`src/rtl/cond_unit.sv`:
```
// Architectural NZCV flag register plus ARM condition evaluation; latches the
// condition outcome at decode and gates the controller's PC/register/memory writes.
module cond_unit (
  input  logic       clk,
  input  logic       reset,
  input  logic [3:0] Cond,
  input  logic [3:0] ALUFlags,
  input  logic [1:0] FlagW,
  input  logic       CondLatch,
  input  logic       PCS,
  input  logic       NextPC,
  input  logic       RegW,
  input  logic       MemW,
  input  logic       NoWrite,
  output logic [3:0] Flags,
  output logic       CondEx,
  output logic       PCWrite,
  output logic       RegWrite,
  output logic       MemWrite
);

  typedef enum logic [3:0] {
    C_EQ = 4'b0000,
    C_NE = 4'b0001,
    C_CS = 4'b0010,
    C_CC = 4'b0011,
    C_MI = 4'b0100,
    C_PL = 4'b0101,
    C_VS = 4'b0110,
    C_VC = 4'b0111,
    C_HI = 4'b1000,
    C_LS = 4'b1001,
    C_GE = 4'b1010,
    C_LT = 4'b1011,
    C_GT = 4'b1100,
    C_LE = 4'b1101,
    C_AL = 4'b1110,
    C_NV = 4'b1111
  } cond_e;

  logic       n, z, c, v;
  logic       pass;
  logic [1:0] flagwrite;

  assign {n, z, c, v} = Flags;

  // Evaluated against the registered flags, so a same-cycle flag write is not seen.
  always_comb begin
    pass = 1'b0;
    case (cond_e'(Cond))
      C_EQ: pass = z;
      C_NE: pass = ~z;
      C_CS: pass = c;
      C_CC: pass = ~c;
      C_MI: pass = n;
      C_PL: pass = ~n;
      C_VS: pass = v;
      C_VC: pass = ~v;
      C_HI: pass = c & ~z;
      C_LS: pass = ~c | z;
      C_GE: pass = (n == v);
      C_LT: pass = (n != v);
      C_GT: pass = ~z & (n == v);
      C_LE: pass = z | (n != v);
      C_AL: pass = 1'b1;
      C_NV: pass = 1'b0;
      default: pass = 1'b0;
    endcase
  end

  assign flagwrite = FlagW & {2{CondEx}};

  always_ff @(posedge clk) begin
    if (!reset) begin
      CondEx <= 1'b0;
    end else if (CondLatch) begin
      CondEx <= pass;
    end
  end

  always_ff @(posedge clk) begin
    if (!reset) begin
      Flags <= '0;
    end else begin
      if (flagwrite[1]) Flags[3:2] <= ALUFlags[3:2];
      if (flagwrite[0]) Flags[1:0] <= ALUFlags[1:0];
    end
  end

  assign PCWrite  = NextPC | (PCS & CondEx);
  assign RegWrite = RegW & CondEx & ~NoWrite;
  assign MemWrite = MemW & CondEx;

endmodule

```
`config.mk`:
```
export PLATFORM = sky130hd
export DESIGN_NAME = cond_unit
export DESIGN_NICKNAME = d
export VERILOG_FILES = /design/src/rtl/cond_unit.sv
export SDC_FILE = /design/constraint.sdc
export NUM_CORES = 1
export LEC_CHECK = 0
export BUFFER_PORTS_ARGS = -buffer_cell sky130_fd_sc_hd__buf_2
export CAP_MARGIN = 30
export CORE_AREA = 2 2 39 41
export DETAILED_ROUTE_END_ITERATION = 16
export DIE_AREA = 0 0 41 43
export GPL_ROUTABILITY_DRIVEN = 1
export SETUP_SLACK_MARGIN = 0.4
export SYNTH_ARGS = -nofsm -noshare
export SYNTH_HDL_FRONTEND = slang
export SYNTH_SLANG_ARGS = --single-unit
```
`constraint.sdc`:
```
create_clock -name clk -period 4.6 [get_ports clk]
set_clock_uncertainty 0.2 [all_clocks]
set_input_delay 0.92 -clock clk [delete_from_list [all_inputs] [get_ports clk]]
set_output_delay 0.92 -clock clk [all_outputs]
set_load 0.05 [all_outputs]
```
==> out/qor.csv, run 1 <==
metric,value,unit
outcome,finished clean,
# DRC,0,
hpwl dp,635,µm
Placement Cell Area,475,µm²
Iter 0 DRT Violations,5,
RSZ-0062 raised after global routing,false,
Crit. End Element,output port,
DRT Pass-1 Iters,4,
combinational power share,25.9,%
synthesized area,334,µm²
Gate Count Post-Synth,43,
sw power,0.0417,mW
reg2reg end,CondEx,
die height,43,µm
max cap viols,0,
io pins,26,
setup TNS,0,ns
Final Hold Vio Count,0,
synthesis-stage register bit count,5,
via count,414,
Critical Path Source Type,input port,
final instance area,502,µm²
CTS Buffer Depth,2,
Hold Startpoint,Flags[1],
vias per cell,4.76,
H-tree depth,1,
Final Wtd Congestion,0.670,
crit path DAT,1.38,ns
dpl ws,2.10,ns
Pint,0.0920,mW
"Cell Chain, Critical Path","buf_2, nand2_1, nor2_1, buf_2",
Net Sw Frac,31.2,%
total routed wirelength,793,µm
CTS Sinks,5,
core region area,1380,µm²
yosys warns,0,
Skew-Pair Late Insertion Delay,0.24,ns
"Seq/Total Area, Yosys",30.0,%
routed len/inst,9.11,µm
final setup violating endpoints,0,
share of cells above drive strength 1,40.8,%
CTS Hold Bufs,0,
"slowest stage delay, CP",0.26,ns
PD cells,266,nW/µm²
CTS tree,done,
die area,1760,µm²
Clock power frac,37.9,%
Antenna diodes,0,
pin count of the biggest net entering global routing,12,
Synth cell types,22,
fmax,0.400,GHz
global-route wire length before repair,1270,µm
Max VDD drop,0.0899,mV
initial core utilization,24.1,%
total track usage,10.6,%
worst r2r src,Flags[2],
Rel. slew slack,77.8,%
Post-CTS Resized,0,
Post-layout nets,90,
Mapped Avg Cell Area,7.77,µm²
cell mode on critical path,buf_2,
Final WS setup,2.10,ns
Synth-to-Final Area Change,50.2,%
Die X,41,µm
Final Power,0.134,mW
"Max stage delay cell, worst path",buf_2,
sequential share of power,36.2,%
total grt overflow,0,
worst reg2reg path depth,4,
fin crit period,2.50,ns
Hold Path End,Flags[1],
vias in the first global route,347,
Syn Nets,61,
Slew @ Worst Pin,0.333,ns
Worst R2R Setup Slack,3.03,ns
WHS Path Cells,2,
required time at the worst-slack endpoint,3.48,ns
CP max FO,1,
DRT antenna net count,0,
Final period util,54.4,%
Worst-path clk slew,0.04,ns
Std-Cell Rows,14,
Num CTS Buffers,3,
Tightest Hold Check Type,register to register,
antenna violations before repair,0,
Worst Setup Path Type,input port to output port,
Post-CTS Setup Bufs,0,
Slew Limit Fails,0,
port bufs,25,
Root Driver,clkbuf_4,
Leakage,0.248,nW
==> metrics by stage <==
stage / utilization [%] / hold WS (ns) / instances
2_1_floorplan: - / 0.493 / 43
3_5_place_dp: 34.4 / 0.299 / 83
3_3_place_gp: 34.4 / 0.291 / 83
5_1_grt: 36.3 / 0.329 / 87
6_report: 36.3 / 0.300 / 87
4_1_cts: 36.3 / 0.306 / 87
==> cell usage after synthesis <==
| cell | number | share of area, % |
|---|---|---|
| nand2_1 | 8 | 9.0 |
| dfxtp_1 | 5 | 30 |
| a21oi_1 | 4 | 6.0 |
| nand3_1 | 4 | 6.0 |
| xnor2_1 | 3 | 7.9 |
| inv_1 | 2 | 2.2 |
| mux2i_1 | 2 | 6.0 |
| a21o_1 | 1 | 2.2 |
| a221oi_1 | 1 | 2.6 |
| a31oi_1 | 1 | 1.9 |
| a41oi_1 | 1 | 2.6 |
| and2_1 | 1 | 1.9 |
| and2b_1 | 1 | 2.2 |
| clkbuf_1 | 1 | 1.1 |
| nor2_1 | 1 | 1.1 |
| nor2b_1 | 1 | 1.9 |
| o2111ai_1 | 1 | 2.6 |
| o21ba_1 | 1 | 3.0 |
| o22ai_1 | 1 | 1.9 |
| or2b_1 | 1 | 2.2 |
| or4_2 | 1 | 2.6 |
| or4b_1 | 1 | 3.0 |
==> metal layers <==
layer	vias to the layer above	GRT usage [%]	wire length (µm)
met1	178	13.5	341
met2	22	15.3	361
met3	2	1.57	75
met5	-	0	0
met4	0	8.00	14
li1	212	-	-
==> worst max-delay path by stage <==
stage | startpoint | end | slack (ns) | depth (start not counted)
3_5_place_dp | RegW | RegWrite | 2.10 | 4
6_report | RegW | RegWrite | 2.10 | 4
4_1_cts | RegW | RegWrite | 2.10 | 4
3_3_place_gp | RegW | RegWrite | 2.10 | 4
2_1_floorplan | CondEx | RegWrite | 1.84 | 3
5_1_grt | RegW | RegWrite | 2.06 | 4
==> sequential cells by signal, indices dropped and copies added (netlist names) <==
signal / cells
CondEx: 1
Flags: 4
==> cells by family (layout without fill, tap and decap cells) <==
kind of cell              after synthesis  in the layout  synth area share [%]
xor gates and xnor gates                3              3                  7.87
buffers and inverters                   3             31                  3.37
AOI/OAI and AO/OA                      11             11                  22.9
DFF                                     5              5                  30.0
and+or+nand+nor                        19             19                  30.0
muxes                                   2              2                  5.99
==> cell type report <==
cell class,count,area (µm²)
inverter,2,7.51
fill,140,882
tap,16,20.0
multi-input combinational,35,223
clock buffer,4,26.3
timing repair buffer,25,125
sequential,5,100
==> power groups by stage <==
stage / combinational, mW / clock (mW) / sequential, mW
6_report: 0.0346 / 0.0507 / 0.0483
3_3_place_gp: 0.0346 / 0 / 0.0491
2_1_floorplan: 0.0167 / 0 / 0.0535
5_1_grt: 0.0377 / 0.0562 / 0.0489
3_5_place_dp: 0.0347 / 0 / 0.0491
4_1_cts: 0.0349 / 0.0526 / 0.0484
==> placed cells by master, fill, tap and decap left out <==
master,Yosys,final
a21o_1,1,1
a21oi_1,4,4
a221oi_1,1,1
a31oi_1,1,1
a41oi_1,1,1
and2_1,1,1
and2b_1,1,1
buf_2,0,25
clkbuf_1,1,1
clkbuf_4,0,3
dfxtp_1,5,5
inv_1,2,2
mux2i_1,2,2
nand2_1,8,8
nand3_1,4,4
nor2_1,1,1
nor2b_1,1,1
o2111ai_1,1,1
o21ba_1,1,1
o22ai_1,1,1
or2b_1,1,1
or4_2,1,1
or4b_1,1,1
xnor2_1,3,3
==> worst max-delay path, delay by kind of cell <==
kind                   cells  cell delay [ns]
buffers and inverters      2             0.33
AND/OR/NAND/NOR            2             0.13
Power figures use the tool's default switching activity.
==> inputs of run 2 (changes only) <==
ABC_AREA = 1   (was not set)
clock period = 2.3 ns   (was 4.6 ns; I/O delays follow)
==> out/qor.csv, run 2 <==
metric,value,unit
Placement Cell Area,559,µm²
# DRC,0,
max reg flops,4,
vias in the first global route,485,
most common cell in the synthesized netlist,nand2_1,
Rel. slew slack,83.3,%
Final Power,0.303,mW
Tightest Hold Check Type,input port to register,
total track usage,14.2,%
FF+latch area,100,µm²
Final period util,77.5,%
H-tree depth,1,
Gate Count Post-Synth,75,
PD cells,518,nW/µm²
Largest Register,Flags,
post-synth top area share,25.8,%
crit path DAT,1.12,ns
"Max stage delay cell, worst path",dfxtp_1,
Slew Limit Fails,0,
dpl ws,0.647,ns
via count,555,
Syn Nets,93,
"slowest stage delay, CP",0.42,ns
Post-layout nets,123,
Final WS setup,0.518,ns
fin crit period,1.78,ns
Pint,0.193,mW
total grt overflow,0,
share of cells above drive strength 1,36.5,%
combinational power share,34.9,%
pin count of the biggest net entering global routing,8,
final setup violating endpoints,0,
routed len/inst,8.93,µm
RSZ-0062 raised after global routing,false,
required time at the worst-slack endpoint,1.64,ns
Crit. End Element,output port,
Leakage,0.330,nW
Mapped Avg Cell Area,5.42,µm²
Synth cell types,13,
worst reg2reg path depth,10,
final instance area,586,µm²
synthesis-stage register bit count,5,
die area,1760,µm²
initial core utilization,29.4,%
yosys warns,0,
Worst Setup Path Type,register to output port,
io pins,26,
"Primary FF master, synth",dfxtp_1,
Antenna diodes,0,
"Cell Chain, Critical Path","nand2_1, nor2_4, buf_2",
DRT Pass-1 Iters,4,
multi-input logic area,273,µm²
Fillers,158,
"Most Used Layer, Global Route",met2,
vias per cell,4.63,
Synth-to-Final Area Change,44.0,%
DRT antenna net count,0,
fmax,0.561,GHz
Final Wtd Congestion,0.736,
Skew-Pair Late Insertion Delay,0.24,ns
grt met3 use,3.14,%
port bufs,25,
"area leader, netlist",nand2_1,
antenna violations before repair,0,
CTS Buffer Depth,2,
synthesized area,407,µm²
CTS Hold Bufs,0,
most frequent cells in the layout,"nand2_1 (28), buf_2 (25), nand3_1 (8)",
"EDFF count, synth",0,
Post-CTS Setup Bufs,0,
"commonest non-fill, non-tap cell in the layout",nand2_1,
sw power,0.110,mW
total routed wirelength,1070,µm
core region area,1380,µm²
CTS Sinks,5,
"Seq/Total Area, Yosys",24.6,%
Root Driver,clkbuf_4,
Post-synth ARST share,0,%
Die X,41,µm
Slew @ Worst Pin,0.252,ns
CTS tree,done,
met1 Use GR,15.6,%
Std-Cell Rows,14,
global-route wire length before repair,1730,µm
Max VDD drop,0.218,mV
Num CTS Buffers,3,
Clock power frac,32.4,%
outcome,finished clean,
max cap viols,0,
die height,43,µm
sequential share of power,32.7,%
hpwl dp,889,µm
CP max FO,7,
worst hold slack,0.292,ns
setup TNS,0,ns
Critical Path Source Type,register,
Post-CTS Resized,0,
Iter 0 DRT Violations,8,
Net Sw Frac,36.3,%
"top cells by count, synth","nand2_1 (28), nand3_1 (8), inv_1 (7)",
WHS Path Cells,3,
Worst-path clk slew,0.04,ns
biggest regs,"Flags (4), CondEx (1)",
dominant cells by area after synthesis,"nand2_1 (26%), dfxtp_1 (25%), nand3_1 (9.8%)",
met2 Use GR,23.4,%
Final Hold Vio Count,0,
==> run 2: cell count changes in the layout (fill, tap and decap cells not counted), moves of 3 or more <==
cell     change
inv_1        +5
o21ai_1      +4
nand2_1     +20
nand3_1      +4
o21ai_0      +3
nor2_1       +3
xnor2_1      -3
inv_2        +4
==> run 2: worst paths after layout <==
check	startpoint	to	slack [ns]
setup / recovery	CondEx	RegWrite	0.52
hold / removal	reset	CondEx	0.29
setup reg to reg	Flags[3]	CondEx	0.88
hold reg to reg	Flags[0]	Flags[0]	0.34
==> run 2: power groups by stage <==
stage	sequential (mW)	clock (mW)	combinational (mW)
2_1_floorplan	0.119	0	0.0538
3_3_place_gp	0.101	0	0.105
3_5_place_dp	0.101	0	0.106
4_1_cts	0.0993	0.102	0.107
5_1_grt	0.101	0.112	0.116
6_report	0.0992	0.0983	0.106
==> run 2: through the flow <==
step	instances	utilization (%)
finish	120	42.3
global route	120	42.3
CTS	120	42.3
detailed placement	116	40.4
global placement	116	40.4
floorplan	75	-
==> run 2: critical path, delay by kind of cell (launching register included) <==
| kind | cells | cell delay [ns] |
|---|---|---|
| flops | 1 | 0.42 |
| simple gates | 2 | 0.20 |
| buf+inv | 1 | 0.26 |
==> run 2: final cells by class <==
type / count / share of cell area [%]
Tap cell: 16 / 3.42
Timing Repair Buffer: 25 / 21.4
Multi-Input combinational cell: 59 / 46.6
Sequential cell: 5 / 17.1
Clock buffer: 4 / 4.49
Inverter: 11 / 7.05
==> run 2: kinds of logic after synthesis <==
| logic type | synth area share, % |
|---|---|
| AO/OA/AOI/OAI | 18.8 |
| buffers and inverters | 10.2 |
| flip-flops | 24.6 |
| AND/OR/NAND/NOR | 46.5 |
==> run 2: routing by layer <==
| metal | wire length (µm) | up-vias |
|---|---|---|
| met2 | 508 | 24 |
| li1 | - | 296 |
| met4 | 8 | 0 |
| met5 | 0 | - |
| met1 | 450 | 233 |
| met3 | 104 | 2 |
==> inputs of run 3 (changes only) <==
ABC_AREA = 0   (was 1)
clock period = 1.5 ns   (was 2.3 ns; I/O delays follow)
==> out/qor.csv, run 3 (synthesis gave the netlist of run 1 again) <==
metric,value,unit
Worst Setup Path Type,register to register,
initial core utilization,24.1,%
Largest Register,Flags,
total track usage,13.5,%
multi-input logic area,270,µm²
Iter 0 DRT Violations,7,
Leakage,0.323,nW
Final Hold Vio Count,0,
Num CTS Buffers,3,
fmax,0.662,GHz
Top Layer Used,met3,
crit path DAT,1.47,ns
DRT Pass-1 Iters,3,
PD cells,656,nW/µm²
Max VDD drop,0.431,mV
Worst-path clk slew,0.05,ns
"Max stage delay cell, worst path",or4b_1,
Final period util,101,%
die height,43,µm
total routed wirelength,1010,µm
Root Driver,clkbuf_4,
Critical Path Source Type,register,
port bufs,25,
DRT antenna net count,0,
most frequent cells in the layout,"buf_2 (17), nand2_1 (7), buf_8 (7)",
Die X,41,µm
pin count of the biggest net entering global routing,8,
hpwl dp,747,µm
max reg flops,4,
Final Wtd Congestion,0.717,
CP max FO,4,
outcome,finished with violations,
metal2 WL,555,µm
share of cells above drive strength 1,62.0,%
Crit. End Element,register,
Slew @ Worst Pin,0.242,ns
"slowest stage delay, CP",0.47,ns
CTS Buffer Depth,2,
global-route wire length before repair,1610,µm
routed len/inst,10.6,µm
via count,437,
final setup violating endpoints,1,
CTS Sinks,5,
dpl ws,-0.0618,ns
Post-layout nets,98,
H-tree depth,1,
DRT met1 WL,395,µm
worst path bufs/invs,0,
total grt overflow,0,
Util after Layout,51.4,%
Final Power,0.467,mW
core region area,1380,µm²
Tightest Hold Check Type,input port to register,
Antenna diodes,0,
Std-Cell Rows,14,
Slew Limit Fails,0,
CTS Hold Bufs,0,
"Cell Chain, Critical Path","o21ba_4, o22ai_2, or4b_1, a31oi_1",
io pins,26,
Rel. slew slack,83.8,%
Fillers,138,
FF+latch area,119,µm²
worst hold slack,0.0963,ns
final instance area,712,µm²
biggest regs,"Flags (4), CondEx (1)",
die area,1760,µm²
vias in the first global route,400,
max cap viols,0,
fin crit period,1.51,ns
required time at the worst-slack endpoint,1.46,ns
antenna violations before repair,0,
failing checks,negative setup slack,
"commonest non-fill, non-tap cell in the layout",buf_2,
Placement Cell Area,552,µm²
Final WS setup,-0.0112,ns
RSZ-0062 raised after global routing,true,
Synth-to-Final Area Change,113,%
# DRC,0,
wire length on met3,57,µm
vias per cell,4.60,
Skew-Pair Late Insertion Delay,0.24,ns
CTS tree,done,
Worst path top cell family by delay,simple AND/OR/NAND/NOR gates,
==> run 3: changes by cell type in the layout (fill, tap and decap cells not counted), sizes merged, moves of 2 or more <==
cell	before	now
xnor2	0	3
buf	25	33
nand3	8	4
nand2	30	8
mux2i	0	2
o21ai	7	0
nor2	7	1
a21oi	6	4
inv	11	2
==> run 3: metal layers <==
metal,global-route usage [%],up-vias
li1,-,231
met1,15.4,190
met2,21.6,16
met3,1.57,0
met4,10.0,0
met5,0,-
==> run 3: worst reg2reg max path: stages (launching register included) <==
cell and delay (ns):
dfxtp_4 0.35, o21ba_4 0.22, o22ai_2 0.08, or4b_1 0.47, a31oi_1 0.12
==> run 3: layout make-up <==
| class | count | area share [%] |
|---|---|---|
| Multi-Input combinational cell | 35 | 38.0 |
| Inverter | 2 | 1.05 |
| Tap cell | 16 | 2.81 |
| Sequential cell | 5 | 16.7 |
| Timing Repair Buffer | 33 | 37.8 |
| Clock buffer | 4 | 3.69 |
==> run 3: path summary, 6_finish.rpt <==
path / from / to / slack, ns / cells past startpoint
setup / recovery: Flags[2] / CondEx / -0.01 / 4
hold reg to reg: Flags[1] / Flags[1] / 0.31 / 2
setup reg to reg: Flags[2] / CondEx / -0.01 / 4
hold / removal: ALUFlags[2] / Flags[2] / 0.1 / 3
==> run 3: through the flow <==
stage / setup TNS (ns) / instances
4_1_cts: -0.00562 / 94
5_1_grt: -0.0579 / 95
3_5_place_dp: -0.0618 / 88
2_1_floorplan: -0.0335 / 43
3_3_place_gp: -0.0355 / 88
6_report: -0.0112 / 95
==> run 3: power by group <==
part	internal (mW)	leakage, nW	switching [mW]
clock network	0.101	0.0150	0.0577
registers	0.134	0.0444	0.00982
logic	0.0852	0.264	0.0796
total	0.320	0.323	0.147
==> run 3: what timing repair did <==
action                     in CTS  in global routing
gates resized for setup        29                  1
setup buffers                   2                  1
pin swaps                       3                  2
setup endpoints to repair       9                  9
